## config.mk

```make
export PLATFORM = sky130hd
export DESIGN_NAME = ysyx_22050243_lsu
export DESIGN_NICKNAME = d
export VERILOG_FILES = /design/src/rtl/ysyx_22050243_lsu_pkg.sv /design/src/rtl/ysyx_22050243_lsu_align.sv /design/src/rtl/ysyx_22050243_lsu.sv
export SDC_FILE = /design/constraint.sdc
export NUM_CORES = 1
export LEC_CHECK = 0
export CORE_MARGIN = 3
export CORE_UTILIZATION = 45
export DETAILED_ROUTE_END_ITERATION = 10
export DONT_BUFFER_PORTS = 1
export SETUP_SLACK_MARGIN = 0.5
export SLEW_MARGIN = 0
export SYNTH_ARGS = -nofsm -noshare
export SYNTH_HDL_FRONTEND = slang
export SYNTH_SLANG_ARGS = --single-unit
```

## constraint.sdc

```tcl
create_clock -name clk -period 2.8 [get_ports clk]
set_input_delay 0.56 -clock clk [delete_from_list [all_inputs] [get_ports clk]]
set_output_delay 0.56 -clock clk [all_outputs]
set_load 0.02 [all_outputs]
```

## src/rtl/ysyx_22050243_lsu_pkg.sv

```systemverilog
// Shared LSU types: FSM states, RV64 load/store size codes, response error codes.
// Also holds the access-width mask helper used by the lane aligner.
package ysyx_22050243_lsu_pkg;

  typedef enum logic [1:0] {
    ST_IDLE   = 2'd0,
    ST_ACCESS = 2'd1,
    ST_RESP   = 2'd2
  } lsu_state_e;

  localparam logic [2:0] F3_LB  = 3'b000;
  localparam logic [2:0] F3_LH  = 3'b001;
  localparam logic [2:0] F3_LW  = 3'b010;
  localparam logic [2:0] F3_LD  = 3'b011;
  localparam logic [2:0] F3_LBU = 3'b100;
  localparam logic [2:0] F3_LHU = 3'b101;
  localparam logic [2:0] F3_LWU = 3'b110;

  localparam logic [1:0] ERR_OK       = 2'b00;
  localparam logic [1:0] ERR_MISALIGN = 2'b01;
  localparam logic [1:0] ERR_TIMEOUT  = 2'b10;
  localparam logic [1:0] ERR_ILLEGAL  = 2'b11;

  function automatic logic [63:0] size_mask(input logic [1:0] sz);
    logic [63:0] m;
    case (sz)
      2'b00:   m = 64'h0000_0000_0000_00FF;
      2'b01:   m = 64'h0000_0000_0000_FFFF;
      2'b10:   m = 64'h0000_0000_FFFF_FFFF;
      default: m = 64'hFFFF_FFFF_FFFF_FFFF;
    endcase
    return m;
  endfunction

endpackage

```

## src/rtl/ysyx_22050243_lsu_align.sv

```systemverilog
// Combinational lane logic: request error classification, store lane shift and
// byte mask, and load extract with sign/zero extension. No state, no handshake.
module ysyx_22050243_lsu_align
  import ysyx_22050243_lsu_pkg::*;
(
  input  logic        store,
  input  logic [2:0]  funct3,
  input  logic [2:0]  addr_lo,
  input  logic [63:0] wdata,
  input  logic [63:0] rdata_raw,
  output logic [1:0]  err,
  output logic [63:0] wdata_lane,
  output logic [63:0] wmask,
  output logic [63:0] rdata_ext
);

  logic [5:0]  shamt;
  logic [63:0] rsh;
  logic        illegal;
  logic        misaligned;

  assign shamt      = {addr_lo, 3'b000};
  assign wdata_lane = wdata << shamt;
  assign wmask      = size_mask(funct3[1:0]) << shamt;
  assign rsh        = rdata_raw >> shamt;

  // funct3=111 has no load meaning either, so it is illegal for both directions
  assign illegal = (store && funct3[2]) || (funct3 == 3'b111);

  always_comb begin
    misaligned = 1'b0;
    case (funct3[1:0])
      2'b01:   misaligned = addr_lo[0];
      2'b10:   misaligned = |addr_lo[1:0];
      2'b11:   misaligned = |addr_lo;
      default: misaligned = 1'b0;
    endcase
  end

  always_comb begin
    err = ERR_OK;
    if (illegal)         err = ERR_ILLEGAL;
    else if (misaligned) err = ERR_MISALIGN;
  end

  always_comb begin
    rdata_ext = rsh;
    case (funct3)
      F3_LB:   rdata_ext = {{56{rsh[7]}}, rsh[7:0]};
      F3_LH:   rdata_ext = {{48{rsh[15]}}, rsh[15:0]};
      F3_LW:   rdata_ext = {{32{rsh[31]}}, rsh[31:0]};
      F3_LD:   rdata_ext = rsh;
      F3_LBU:  rdata_ext = {56'd0, rsh[7:0]};
      F3_LHU:  rdata_ext = {48'd0, rsh[15:0]};
      F3_LWU:  rdata_ext = {32'd0, rsh[31:0]};
      default: rdata_ext = rsh;
    endcase
  end

endmodule

```

## src/rtl/ysyx_22050243_lsu.sv

```systemverilog
// Single-outstanding load/store unit: accept in IDLE, one ACCESS phase with timeout,
// result held in RESP until resp_ready. Good access resp_valid at T+2 minimum, errors at T+1.
module ysyx_22050243_lsu
  import ysyx_22050243_lsu_pkg::*;
#(
  parameter int TIMEOUT_CYCLES = 255
) (
  input  logic        clk,
  input  logic        rst_n,
  input  logic        req_valid,
  output logic        req_ready,
  input  logic        req_store,
  input  logic [2:0]  req_funct3,
  input  logic [63:0] req_addr,
  input  logic [63:0] req_wdata,
  output logic        resp_valid,
  input  logic        resp_ready,
  output logic [63:0] resp_rdata,
  output logic [1:0]  resp_err,
  output logic        data_r_en,
  output logic        data_w_en,
  output logic [63:0] data_addr,
  output logic [63:0] data_wmask,
  output logic [63:0] data_w,
  input  logic [63:0] data_r,
  input  logic        data_resp
);

  localparam int CW = (TIMEOUT_CYCLES < 2) ? 1 : $clog2(TIMEOUT_CYCLES + 1);
  localparam logic [CW-1:0] CNT_LAST = CW'(TIMEOUT_CYCLES - 1);

  lsu_state_e  state;
  logic [CW-1:0] cnt;
  logic        store_q;
  logic [2:0]  funct3_q;
  logic [63:0] addr_q;
  logic [63:0] wdata_q;

  logic        sel_req;
  logic        al_store;
  logic [2:0]  al_funct3;
  logic [2:0]  al_addr_lo;
  logic [63:0] al_wdata;
  logic [1:0]  al_err;
  logic [63:0] al_wdata_lane;
  logic [63:0] al_wmask;
  logic [63:0] al_rdata;

  // The aligner sees the live request while idle (to classify it and build the
  // store lanes) and the captured request afterwards (to extract load data).
  assign sel_req    = (state == ST_IDLE);
  assign al_store   = sel_req ? req_store     : store_q;
  assign al_funct3  = sel_req ? req_funct3    : funct3_q;
  assign al_addr_lo = sel_req ? req_addr[2:0] : addr_q[2:0];
  assign al_wdata   = sel_req ? req_wdata     : wdata_q;

  ysyx_22050243_lsu_align u_align (
    .store      (al_store),
    .funct3     (al_funct3),
    .addr_lo    (al_addr_lo),
    .wdata      (al_wdata),
    .rdata_raw  (data_r),
    .err        (al_err),
    .wdata_lane (al_wdata_lane),
    .wmask      (al_wmask),
    .rdata_ext  (al_rdata)
  );

  assign data_addr = {addr_q[63:3], 3'b000};

  always_ff @(posedge clk or negedge rst_n) begin
    if (!rst_n) begin
      state      <= ST_IDLE;
      req_ready  <= 1'b1;
      resp_valid <= 1'b0;
      resp_rdata <= '0;
      resp_err   <= ERR_OK;
      data_r_en  <= 1'b0;
      data_w_en  <= 1'b0;
      data_wmask <= '0;
      data_w     <= '0;
      cnt        <= '0;
      store_q    <= 1'b0;
      funct3_q   <= '0;
      addr_q     <= '0;
      wdata_q    <= '0;
    end else begin
      case (state)
        ST_IDLE: begin
          if (req_valid) begin
            store_q   <= req_store;
            funct3_q  <= req_funct3;
            addr_q    <= req_addr;
            wdata_q   <= req_wdata;
            req_ready <= 1'b0;
            if (al_err != ERR_OK) begin
              state      <= ST_RESP;
              resp_valid <= 1'b1;
              resp_err   <= al_err;
              resp_rdata <= '0;
            end else begin
              state      <= ST_ACCESS;
              cnt        <= '0;
              data_r_en  <= !req_store;
              data_w_en  <= req_store;
              data_wmask <= req_store ? al_wmask : 64'd0;
              data_w     <= al_wdata_lane;
            end
          end
        end

        ST_ACCESS: begin
          cnt <= cnt + 1'b1;
          // A completion in the final counted cycle still wins over the timeout
          if (data_resp || (cnt == CNT_LAST)) begin
            state      <= ST_RESP;
            resp_valid <= 1'b1;
            data_r_en  <= 1'b0;
            data_w_en  <= 1'b0;
            data_wmask <= '0;
            if (data_resp) begin
              resp_err   <= ERR_OK;
              resp_rdata <= store_q ? 64'd0 : al_rdata;
            end else begin
              resp_err   <= ERR_TIMEOUT;
              resp_rdata <= '0;
            end
          end
        end

        ST_RESP: begin
          if (resp_ready) begin
            state      <= ST_IDLE;
            resp_valid <= 1'b0;
            req_ready  <= 1'b1;
          end
        end

        default: begin
          state      <= ST_IDLE;
          req_ready  <= 1'b1;
          resp_valid <= 1'b0;
          data_r_en  <= 1'b0;
          data_w_en  <= 1'b0;
          data_wmask <= '0;
        end
      endcase
    end
  end

endmodule

```

# ---- After elaboration in Yosys (flattened, before gate mapping)
# Index checks and enable logic that the tools add are counted.
dict set report classes {
  addsub 1
  multipliers 0
  div_mod_pow 0
  order_cmp 0
  eq_ne 17
  n_shift 3
  n_mux 48
  bitwise 3
  n_reduce_logical 19
}
# operator count
set ops {}
lappend ops {{64-bit two-way mux} 10}
lappend ops {{64-bit one-hot mux with 3 select lines} 2}
lappend ops {{64-bit one-hot mux with 6 select lines} 1}
lappend ops {{64-bit one-hot mux with 2 select lines} 1}
lappend ops {{64-bit by 6-bit left shift with 64-bit output} 2}
lappend ops {{64-bit by 6-bit right shift with 64-bit output} 1}
lappend ops {{2-bit two-way mux} 9}
lappend ops {{8-bit two-way mux} 2}
lappend ops {{8-bit one-hot mux with 2 select lines} 1}
lappend ops {{1-bit one-hot mux with 3 select lines} 5}
lappend ops {{1-bit two-way mux} 13}
lappend ops {{3-bit equality test, second input constant} 4}
lappend ops {{3-bit AND reduction} 4}
lappend ops {{4-bit AND reduction} 3}
lappend ops {{8-bit by 1-bit adder with 8-bit output, second input constant} 1}
lappend ops {{8-bit equality test, second input constant} 1}
lappend ops {{2-bit != test, second input constant} 4}
lappend ops {{2-bit equality test, second input constant} 3}
lappend ops {{3-bit two-way mux} 2}
lappend ops {{2-bit one-hot mux with 3 select lines} 1}
lappend ops {{2-bit by 1-bit equality test with 1-bit output, second input constant} 2}
lappend ops {{2-bit zero test} 2}
lappend ops {{2-bit one-hot mux with 2 select lines} 1}
lappend ops {{2-bit nonzero test} 2}
lappend ops {{other kinds (11)} 14}
dict set report word_totals {
  register_bits 340
  latch_bits 0
  mem_bits_rw 0
  romBits 0
  input_bits 201
  output_inout_bits 262
  elab_cells 105
  memories 0
}

# ---- Longest topological paths before layout
# Gate-level depths: netlist of the first run.
dict set report depth {
  ltp_word 10
  depth_mapped 12
  depth_no_buf 7
}

# ---- By module
# From an unflattened synthesis of the first run, not the netlist that was laid out.
dict set report hier_totals {
  cells_unflattened 1646
  hier_area_um2 18728.0
}
# mod instances cells_each area_per_inst_um2 seq_area_each_um2
set modules_own_cells {}
lappend modules_own_cells {ysyx_22050243_lsu 1 1062 13948.4 8509.4}
lappend modules_own_cells {ysyx_22050243_lsu_align 1 584 4779.6 0.0}

# ---- Least setup slack after synthesis of the first run
# Ideal clock, no wire load.
dict set report synth_path {
  kind {input to register}
  startpoint {input port req_addr[0]}
  endpoint {register resp_rdata[39]}
  setup_time_ns 0.128
  t_arrival_ns 2.506
  slack_ns 0.166
  cell_stages 10
  n_path_buf 3
  path_cell_list {buf_2 > or3b_1 > nand2_1 > buf_4 > mux2_2 > o221ai_2 > o32ai_2 > o21ai_2 > buf_2 > o21ai_1}
}
dict set report synth_via {
  elab_chain_cells 8
}
# element line
set synth_rtl {}
lappend synth_rtl {{from (decl)} ysyx_22050243_lsu.sv:14} ;# input logic [63:0] req_addr,
lappend synth_rtl {{3-bit two-way mux (*)} ysyx_22050243_lsu.sv:54} ;# assign al_addr_lo = sel_req ? req_addr[2:0] : addr_q[2:0];
lappend synth_rtl {{branches (longest 7 deep; another with 64-bit by 6-bit right shift with 64-bit output)} n/a}
lappend synth_rtl {{to (signal assigned)} ysyx_22050243_lsu.sv:123} ;# resp_rdata <= store_q ? 64'd0 : al_rdata;
lappend synth_rtl {{to (decl)} ysyx_22050243_lsu.sv:18} ;# output logic [63:0] resp_rdata,
# Mark *: on every way between the ends. The select of a mux whose other input is x is not followed.
# A chain may end at the register's enable or synchronous reset.

# ---- Worst setup path after layout of the first run
dict set report layout_path {
  startpoint {register state[0]}
  endpoint {register resp_rdata[32]}
}
dict set report layout_via {
  elab_chain_cells 9
}
# element line
set layout_rtl {}
lappend layout_rtl {{from (decl)} ysyx_22050243_lsu.sv:32} ;# lsu_state_e state;
lappend layout_rtl {{from (signal assigned)} ysyx_22050243_lsu.sv:73} ;# state <= ST_IDLE;
lappend layout_rtl {{from (signal assigned)} ysyx_22050243_lsu.sv:97} ;# state <= ST_RESP;
lappend layout_rtl {{from (signal assigned)} ysyx_22050243_lsu.sv:102} ;# state <= ST_ACCESS;
lappend layout_rtl {{branches (longest 9 deep; another with 64-bit by 6-bit right shift with 64-bit output)} n/a}
# Several ways; the timed one is not identified. The select of a mux whose other input is x is not followed.

==> results of run 1 <==
## worst register-to-register path: cells and delay by family (launching register included)
family          cells  cell delay (ns)
mux                 1             0.33
compound gates      4             0.64
flops               1             0.46
simple gates        2             0.52
buf+inv             3             0.43
## power by group
group	internal [W]	switching, W
sequential	0.00587	0.00352
combinational	0.00672	0.00869
clock	0.00284	0.00188
## path summary, 6_finish.rpt
kind                             start        endpoint  slack [ns]
setup / recovery              state[0]  resp_rdata[32]        0.30
hold / removal                   rst_n  resp_rdata[50]       -0.29
setup reg to reg              state[0]  resp_rdata[32]        0.30
hold reg to reg            wdata_q[56]     wdata_q[56]        0.51
max in group asynchronous        rst_n       addr_q[0]        2.72
min in group clk             req_store       data_r_en        0.09
## state kept, by name (all words and copies together) (netlist names), 2 cells and up
register	count
addr_q	64
data_w	64
resp_rdata	64
wdata_q	64
cnt	8
data_wmask	8
funct3_q	3
resp_err	2
state	2
## metal layers
metal / vias to the layer above / share of wire
li1: 5887 / -
met5: - / 0
met1: 6749 / 0.42
met4: 0 / 0.031
met3: 105 / 0.11
met2: 786 / 0.44
## synthesized netlist by cell type (17+ instances only)
cell / number / area, um^2
sky130_fd_sc_hd__dfrtp_1: 283 / 7080
sky130_fd_sc_hd__nand2_1: 209 / 785
sky130_fd_sc_hd__mux2_2: 161 / 1810
sky130_fd_sc_hd__buf_4: 121 / 908
sky130_fd_sc_hd__mux2i_1: 115 / 1150
sky130_fd_sc_hd__a21oi_1: 112 / 561
sky130_fd_sc_hd__nor2_1: 85 / 319
sky130_fd_sc_hd__o21ai_0: 79 / 395
sky130_fd_sc_hd__clkbuf_1: 74 / 278
sky130_fd_sc_hd__a211oi_1: 65 / 488
sky130_fd_sc_hd__buf_2: 47 / 235
sky130_fd_sc_hd__nor2b_1: 32 / 200
sky130_fd_sc_hd__o31ai_1: 27 / 203
sky130_fd_sc_hd__o21ai_1: 23 / 115
sky130_fd_sc_hd__a21o_1: 21 / 158
sky130_fd_sc_hd__a221oi_1: 19 / 166
sky130_fd_sc_hd__nand3_1: 17 / 85.1
## cell families (layout without fill, tap and decap cells)
kind of cell | Yosys count | in the layout | share of synthesized area
flip-flops | 284 | 284 | 0.433
other | 1 | 4 | 0.000228
XOR/XNOR | 5 | 5 | 0.00267
adder cells (fa/ha/maj) | 2 | 2 | 0.00152
AO/OA/AOI/OAI | 448 | 448 | 0.181
AND/OR/NAND/NOR | 396 | 403 | 0.108
multiplexers | 276 | 276 | 0.180
buffers and inverters | 265 | 243 | 0.0932
## cell type report
type / count / area [um^2]
diodes: 1 / 2.50
inverters: 7 / 26.3
clock inverters: 16 / 180
multi-input cells: 1137 / 8800
repair buffers: 172 / 2030
fillers: 3058 / 16000
flip-flops and latches: 284 / 7120
well taps: 461 / 577
clock buffers: 48 / 1020
## per-stage QoR
step                      hold WS (ns)  area (um^2)  std cells  utilization
after floorplan                  0.264        16600       1679            -
after global placement           0.270        16600       1984        0.464
after detailed placement         0.271        16600       1984        0.464
after CTS                       -0.313        19100       2107        0.536
after global routing            -0.311        19800       2125        0.553
final                           -0.290        19800       2126        0.553
## timing repair
action / in CTS / in global routing
gates resized for setup: 143 / 89
endpoints found under the hold margin: 284 / 284
setup buffers: 40 / 10
cloned: 19 / 8
setup endpoints to repair: 150 / 217
pin swaps: 29 / 19
==> metrics.json, run 1 <==
{
  "route.detailed.vias_per_inst": 6.36,
  "clock_tree.buffer_depth": 3,
  "cp_num_buf_inv": 3,
  "first_pass_grt_wire_length_mm": 87.7,
  "grt_setup_unrepaired": "true",
  "io_buffers": 0,
  "rows": 69,
  "cts_made_buffers": 35,
  "setup_ws_ns": 0.303,
  "synth-edff-count": 0,
  "gr-usage-met2": 0.438,
  "core_mm2": 0.0357,
  "synth.yosys.warnings": 0,
  "totalNegativeSetupSlack_ns": 0,
  "worstHoldPathType": "in -> async",
  "number_of_global_route_vias_before_repair": 12900,
  "ant_nets": 0,
  "via_count": 13500,
  "synth-main-ff-cell": "sky130_fd_sc_hd__dfrtp_1",
  "finalSetupViolations": 0,
  "cell_count_along_the_critical_path": 10,
  "p_leak_nw": 8.62,
  "cp_top_family": "compound AO/OA/AOI/OAI gates",
  "r2r_cells": 10,
  "relSlewSlack": 0.382,
  "post_synth.cell_area_avg_um2": 9.79,
  "synth-async-reset-ratio": 1.00,
  "die_w_um": 197,
  "timing_max_transition_violations_final": 0,
  "drt_pre_antenna_iters": 5,
  "area_growth_syn_to_layout_pct": 20.3,
  "crit_path_cell_trace": "buf_6, or3b_4, nand2_4, mux2_4, o221ai_4, o32ai_4, o21ai_4, buf_6, clkbuf_16, o21ai_2",
  "die_area_mm2": 0.0388,
  "synth.cell_area_mm2": 0.0164,
  "preCtsSetupSlack_ns": -0.0879,
  "fmax_ghz": 0.401,
  "grt_antenna_before_repair": 1,
  "fin_crit_sh": 0.892,
  "startpoint_type": "flip-flop",
  "worst_path_most_repeated_cell": "sky130_fd_sc_hd__buf_6",
  "category_of_the_critical_setup_timing_path": "reg -> reg",
  "timing.critical_path.to_type": "flip-flop",
  "design.final.nets": 1840,
  "layout_min_cycle_time_ns": 2.50,
  "outcome": "finished, violations left",
  "ys_seq_area_frac": 0.433,
  "clock_latency_ns": 0.55,
  "met1_usage": 0.417,
  "busiest_layer": "met2",
  "cellPowerDensity_mw_per_mm2": 1490,
  "maxCapViolCount": 0,
  "floorplan.io_pins": 463,
  "initial_core_util": 0.459,
  "cts_tree": "done",
  "violations": "hold timing",
  "final_layout_size_suffix_gt1_frac": 0.343,
  "final_cell_mix": "273 x sky130_fd_sc_hd__dfrtp_1, 194 x sky130_fd_sc_hd__nand2_1, 157 x sky130_fd_sc_hd__mux2_2",
  "finalHoldWorstSlack_ns": -0.290,
  "gr-total-overflow": 0,
  "cts_num_sinks": 284,
  "gpl.final_weighted_congestion": 0.942,
  "critPathMaxFanout": 7,
  "worst_path_largest_cell_delay_ns": 0.46,
  "clkTransAtPathRegs_ns": 0.06,
  "report.final.hold_viol_count": 284,
  "die_y_um": 197,
  "initialDrtViolationCount": 1310,
  "synthDistinctLibCells": 66,
  "grt_start_max_net_pins": 285,
  "syn_inst": 1677,
  "power_w": 0.0295,
  "grt_use_total": 0.297,
  "detail_route.wl_per_cell_um": 28.5,
  "finalClockSkew_ns": 0.0146,
  "tightest_slew_ns": 0.927,
  "drcViolationCount": 0,
  "synth_seq_cells": 284,
  "detail_route.wirelength_mm": 60.7,
  "critical_path_arrival_ns": 2.92,
  "h-tree-depth": 2,
  "detailed_place_hpwl_mm": 39.5,
  "global_route.usage.met3": 0.0945,
  "worst_ir_drop_vdd_uv": 658,
  "cpMaxStageDelayCell": "sky130_fd_sc_hd__dfrtp_2",
  "cp_data_required_time_ns": 3.22,
  "final_common_cell": "sky130_fd_sc_hd__dfrtp_1",
  "root_buffer": "sky130_fd_sc_hd__clkbuf_16"
}
No activity file was read; power rests on OpenSTA's default activity.
==> inputs of run 2 (changes only) <==
- ABC_AREA: default -> 1
- ABC_CLOCK_PERIOD_IN_PS: default -> 2800
==> metrics.json, run 2 <==
{
  "synth.yosys.warnings": {"value": 0, "change": "unchanged"},
  "p_leak": {"value": 9.62, "unit": "nW", "change": "+12%"},
  "storage_cell_area": {"value": 0.00712, "unit": "mm^2", "change": "-0.11%"},
  "synth-async-reset-ratio": {"value": 1.00, "change": "unchanged"},
  "worst_ir_drop_vdd": {"value": 622, "unit": "uV", "change": "-5.6%"},
  "fraction_of_synthesized_area_in_multiplexers": {"value": 0, "change": "-0.180"},
  "synth-main-ff-cell": "sky130_fd_sc_hd__dfrtp_1",
  "fmax": {"value": 0.429, "unit": "GHz", "change": "+7.1%"},
  "crit_path_cell_trace": "nor2_4, buf_12, buf_6, nand2_1, o21ai_2, inv_1, nand2_2, inv_2, nor2_4, buf_6, nand3_4, buf_12, clkbuf_16, nand2_2, nand2_1",
  "cp_data_required_time": {"value": 3.23, "unit": "ns", "change": "about the same"},
  "post_synth.cell_area_avg": {"value": 6.98, "unit": "um^2", "change": "-29%"},
  "footprint_of_the_multi_input_gates": {"value": 0.00783, "unit": "mm^2", "change": "-11%"},
  "die_y": {"value": 198, "unit": "um", "change": "+0.60%"},
  "synth_seq_cells": {"value": 284, "change": "unchanged"},
  "yosysTopAreaCell": "sky130_fd_sc_hd__dfrtp_1",
  "grt_antenna_before_repair": {"value": 1, "change": "unchanged"},
  "netlist.area_leader.share": {"value": 0.426, "change": "-0.00532"},
  "drt_pre_antenna_iters": {"value": 5, "change": "unchanged"},
  "fin_util": {"value": 0.523, "change": "-0.0298"},
  "cp_top_family": "buffers and inverters",
  "worstHoldPathType": "in -> async",
  "ys_seq_area_frac": {"value": 0.427, "change": "-0.00534"},
  "grt_start_max_net_pins": {"value": 285, "change": "unchanged"},
  "violations": "hold timing",
  "critPathMaxFanout": {"value": 12, "change": "+5"},
  "r2r_cells": {"value": 15, "change": "+5"},
  "synth-edff-count": {"value": 0, "change": "unchanged"},
  "maxCapViolCount": {"value": 0, "change": "unchanged"},
  "finalSetupViolations": {"value": 0, "change": "unchanged"},
  "first_pass_grt_wire_length": {"value": 87.2, "unit": "mm", "change": "-0.55%"},
  "rows": {"value": 69, "change": "unchanged"},
  "layout_min_cycle_time": {"value": 2.33, "unit": "ns", "change": "-0.166 ns"},
  "synth.cell_area": {"value": 0.0166, "unit": "mm^2", "change": "+1.2%"},
  "timing.critical_path.to_type": "flip-flop",
  "final_cell_mix": "979 x sky130_fd_sc_hd__nand2_1, 277 x sky130_fd_sc_hd__dfrtp_1, 219 x sky130_fd_sc_hd__o21ai_0",
  "placement.cell_area": {"value": 0.0164, "unit": "mm^2", "change": "-0.78%"},
  "cell_with_the_most_instances_after_synthesis": "sky130_fd_sc_hd__nand2_1",
  "cp_num_buf_inv": {"value": 7, "change": "+4"},
  "report.final.hold_viol_count": {"value": 283, "change": "-0.35%"},
  "ant_nets": {"value": 0, "change": "unchanged"},
  "syn_inst": {"value": 2383, "change": "+42%"},
  "h-tree-depth": {"value": 2, "change": "unchanged"},
  "via_count": {"value": 15400, "change": "+14%"},
  "detailed_place_hpwl": {"value": 41.2, "unit": "mm", "change": "+4.3%"},
  "r2r-start": "state[0]",
  "outcome": "finished, violations left",
  "post_synth_and_or_nand_nor_area_fraction": {"value": 0.314, "change": "+0.206"},
  "io_buffers": {"value": 0, "change": "unchanged"},
  "root_buffer": "sky130_fd_sc_hd__clkbuf_16",
  "category_of_the_critical_setup_timing_path": "reg -> reg",
  "worst_path_largest_cell_delay": {"value": 0.44, "unit": "ns", "change": "-0.02 ns"},
  "final_common_cell": "sky130_fd_sc_hd__nand2_1",
  "cts_num_sinks": {"value": 284, "change": "unchanged"},
  "fin_crit_sh": {"value": 0.832, "change": "-0.0594"},
  "finalHoldWorstSlack": {"value": -0.295, "unit": "ns", "change": "-0.00487 ns"},
  "timing_max_transition_violations_final": {"value": 0, "change": "unchanged"},
  "startpoint_type": "flip-flop",
  "cpMaxStageDelayCell": "sky130_fd_sc_hd__dfrtp_2",
  "yosys.area_share.adder": {"value": 0.00151, "change": "-0.0000188"},
  "num-fill-cells": {"value": 3513, "change": "+15%"},
  "cellPowerDensity": {"value": 1580, "unit": "mW/mm^2", "change": "+5.6%"},
  "die_w": {"value": 198, "unit": "um", "change": "+0.60%"},
  "clock_latency": {"value": 0.55, "unit": "ns", "change": "about the same"},
  "relSlewSlack": {"value": 0.460, "change": "+0.0784"},
  "design.final.nets": {"value": 2475, "change": "+35%"},
  "die_area": {"value": 0.0393, "unit": "mm^2", "change": "+1.2%"},
  "tightest_slew": {"value": 0.810, "unit": "ns", "change": "-0.118 ns"},
  "synth_top_family_by_area": "simple AND/OR/NAND/NOR gates",
  "initial_core_util": {"value": 0.462, "change": "+0.00239"},
  "clock_tree.buffer_depth": {"value": 3, "change": "unchanged"},
  "core": {"value": 0.0360, "unit": "mm^2", "change": "+0.72%"},
  "totalNegativeSetupSlack": {"value": 0, "unit": "ns", "change": "unchanged"},
  "grt_setup_unrepaired": "true",
  "detail_route.wl_per_cell": {"value": 21.9, "unit": "um", "change": "-23%"},
  "worstReg2RegEnd": "data_w[39]",
  "final_layout_size_suffix_gt1_frac": {"value": 0.120, "change": "-0.223"},
  "route.detailed.vias_per_inst": {"value": 5.60, "change": "-12%"},
  "clkTransAtPathRegs": {"value": 0.06, "unit": "ns", "change": "about the same"},
  "cts_made_buffers": {"value": 34, "change": "-2.9%"},
  "detail_route.wirelength": {"value": 60.3, "unit": "mm", "change": "-0.59%"},
  "r2r_setup_slack": {"value": 0.47, "unit": "ns", "change": "+0.17 ns"},
  "synthTopCellsByArea": "sky130_fd_sc_hd__dfrtp_1 43%, sky130_fd_sc_hd__nand2_1 23%, sky130_fd_sc_hd__o21ai_0 8.4%",
  "gr-total-overflow": {"value": 0, "change": "unchanged"},
  "initialDrtViolationCount": {"value": 1569, "change": "+20%"},
  "synth_compound_area_frac": {"value": 0.134, "change": "-0.0474"},
  "finalClockSkew": {"value": 0.0184, "unit": "ns", "change": "+0.00374 ns"},
  "critical_path_arrival": {"value": 2.76, "unit": "ns", "change": "-0.16 ns"},
  "cts_tree": "done",
  "final_design_area_no_fill": {"value": 0.0188, "unit": "mm^2", "change": "-4.7%"},
  "gpl.final_weighted_congestion": {"value": 0.940, "change": "-0.17%"},
  "floorplan.io_pins": {"value": 463, "change": "unchanged"},
  "drcViolationCount": {"value": 0, "change": "unchanged"},
  "synth.cells.most_frequent": "1,018 x sky130_fd_sc_hd__nand2_1, 283 x sky130_fd_sc_hd__dfrtp_1, 279 x sky130_fd_sc_hd__o21ai_0",
  "synthDistinctLibCells": {"value": 36, "change": "-45%"},
  "grt_use_total": {"value": 0.288, "change": "-0.00871"},
  "number_of_global_route_vias_before_repair": {"value": 14100, "change": "+9.6%"},
  "area_growth_syn_to_layout_pct": 13.2,
  "synth_xor_area_frac": {"value": 0, "change": "-0.00267"}
}
==> run 2: changes by cell type after synthesis, moves of 65 or more <==
| cell | before | now |
|---|---|---|
| sky130_fd_sc_hd__mux2i_1 | 115 | 0 |
| sky130_fd_sc_hd__mux2_2 | 161 | 0 |
| sky130_fd_sc_hd__nand3_1 | 17 | 175 |
| sky130_fd_sc_hd__a211oi_1 | 65 | 0 |
| sky130_fd_sc_hd__inv_1 | 7 | 110 |
| sky130_fd_sc_hd__nand2_1 | 209 | 1018 |
| sky130_fd_sc_hd__o21ai_0 | 79 | 279 |
==> run 2: layer usage <==
metal,routed length [um],track usage,vias to the layer above
met5,0,0,-
met4,1510,0.0731,0
met3,7180,0.105,95
met2,25100,0.405,755
met1,26500,0.420,7262
li1,-,-,7304
==> run 2: worst register-to-register path: stages, from the launching register on <==
cell and delay, ns:
sky130_fd_sc_hd__dfrtp_2 0.44, sky130_fd_sc_hd__nor2_4 0.13, sky130_fd_sc_hd__buf_12 0.14, sky130_fd_sc_hd__buf_6 0.16, sky130_fd_sc_hd__nand2_1 0.09, sky130_fd_sc_hd__o21ai_2 0.11
sky130_fd_sc_hd__inv_1 0.13, sky130_fd_sc_hd__nand2_2 0.11, sky130_fd_sc_hd__inv_2 0.05, sky130_fd_sc_hd__nor2_4 0.12, sky130_fd_sc_hd__buf_6 0.11, sky130_fd_sc_hd__nand3_4 0.13
sky130_fd_sc_hd__buf_12 0.20, sky130_fd_sc_hd__clkbuf_16 0.17, sky130_fd_sc_hd__nand2_2 0.06, sky130_fd_sc_hd__nand2_1 0.07
==> run 2: timing repair <==
| action | 4_1_cts | 5_1_grt |
|---|---|---|
| pin swaps | 6 | 14 |
| endpoints found under the setup margin | 151 | 151 |
| cloned | 8 | 13 |
| resized for setup | 52 | 129 |
| endpoints found under the hold margin | 284 | 284 |
| buffers inserted | 24 | 9 |
==> run 2: final cells by class <==
type	count	area share
inverter	116	0.0243
multi-input combinational	1713	0.416
sequential	284	0.378
clock buffer	47	0.0516
antenna	1	0.000133
clock inverter	10	0.0108
timing repair buffer	123	0.0885
tap	461	0.0306
==> run 2: worst max-delay path by stage <==
stage / from / to / slack (ns) / cells after the start
3_3_place_gp: state[1] / data_w[34] / 0.23 / 8
3_5_place_dp: state[0] / resp_rdata[34] / 0.16 / 15
5_1_grt: state[0] / data_w[39] / 0.35 / 17
6_report: state[0] / data_w[39] / 0.47 / 15
4_1_cts: state[1] / state[0] / 0.48 / 14
2_1_floorplan: state[1] / resp_rdata[6] / 0.74 / 14
==> run 2: cell families after synthesis <==
family | after synthesis
AND/OR/NAND/NOR | 1294
AO/OA/AOI/OAI | 414
buffers and inverters | 388
flip-flops | 284
adder cells (fa/ha/maj) | 2
other | 1
==> run 2: report_power, final <==
part	total [W]	internal, W	switching [W]	leakage [nW]
combinational	0.0165	0.00580	0.0107	5.38
clock	0.00468	0.00289	0.00179	0.564
sequential	0.00854	0.00571	0.00283	3.68
total	0.0297	0.0144	0.0153	9.62
==> run 2: metrics by stage <==
| step | instances | worst slack (ns) | power [W] |
|---|---|---|---|
| 2_1_floorplan | 2385 | 0.744 | 0.0183 |
| 3_3_place_gp | 2643 | 0.234 | 0.0221 |
| 3_5_place_dp | 2643 | 0.157 | 0.0222 |
| 4_1_cts | 2732 | 0.481 | 0.0282 |
| 5_1_grt | 2755 | 0.355 | 0.0317 |
| 6_report | 2755 | 0.470 | 0.0297 |
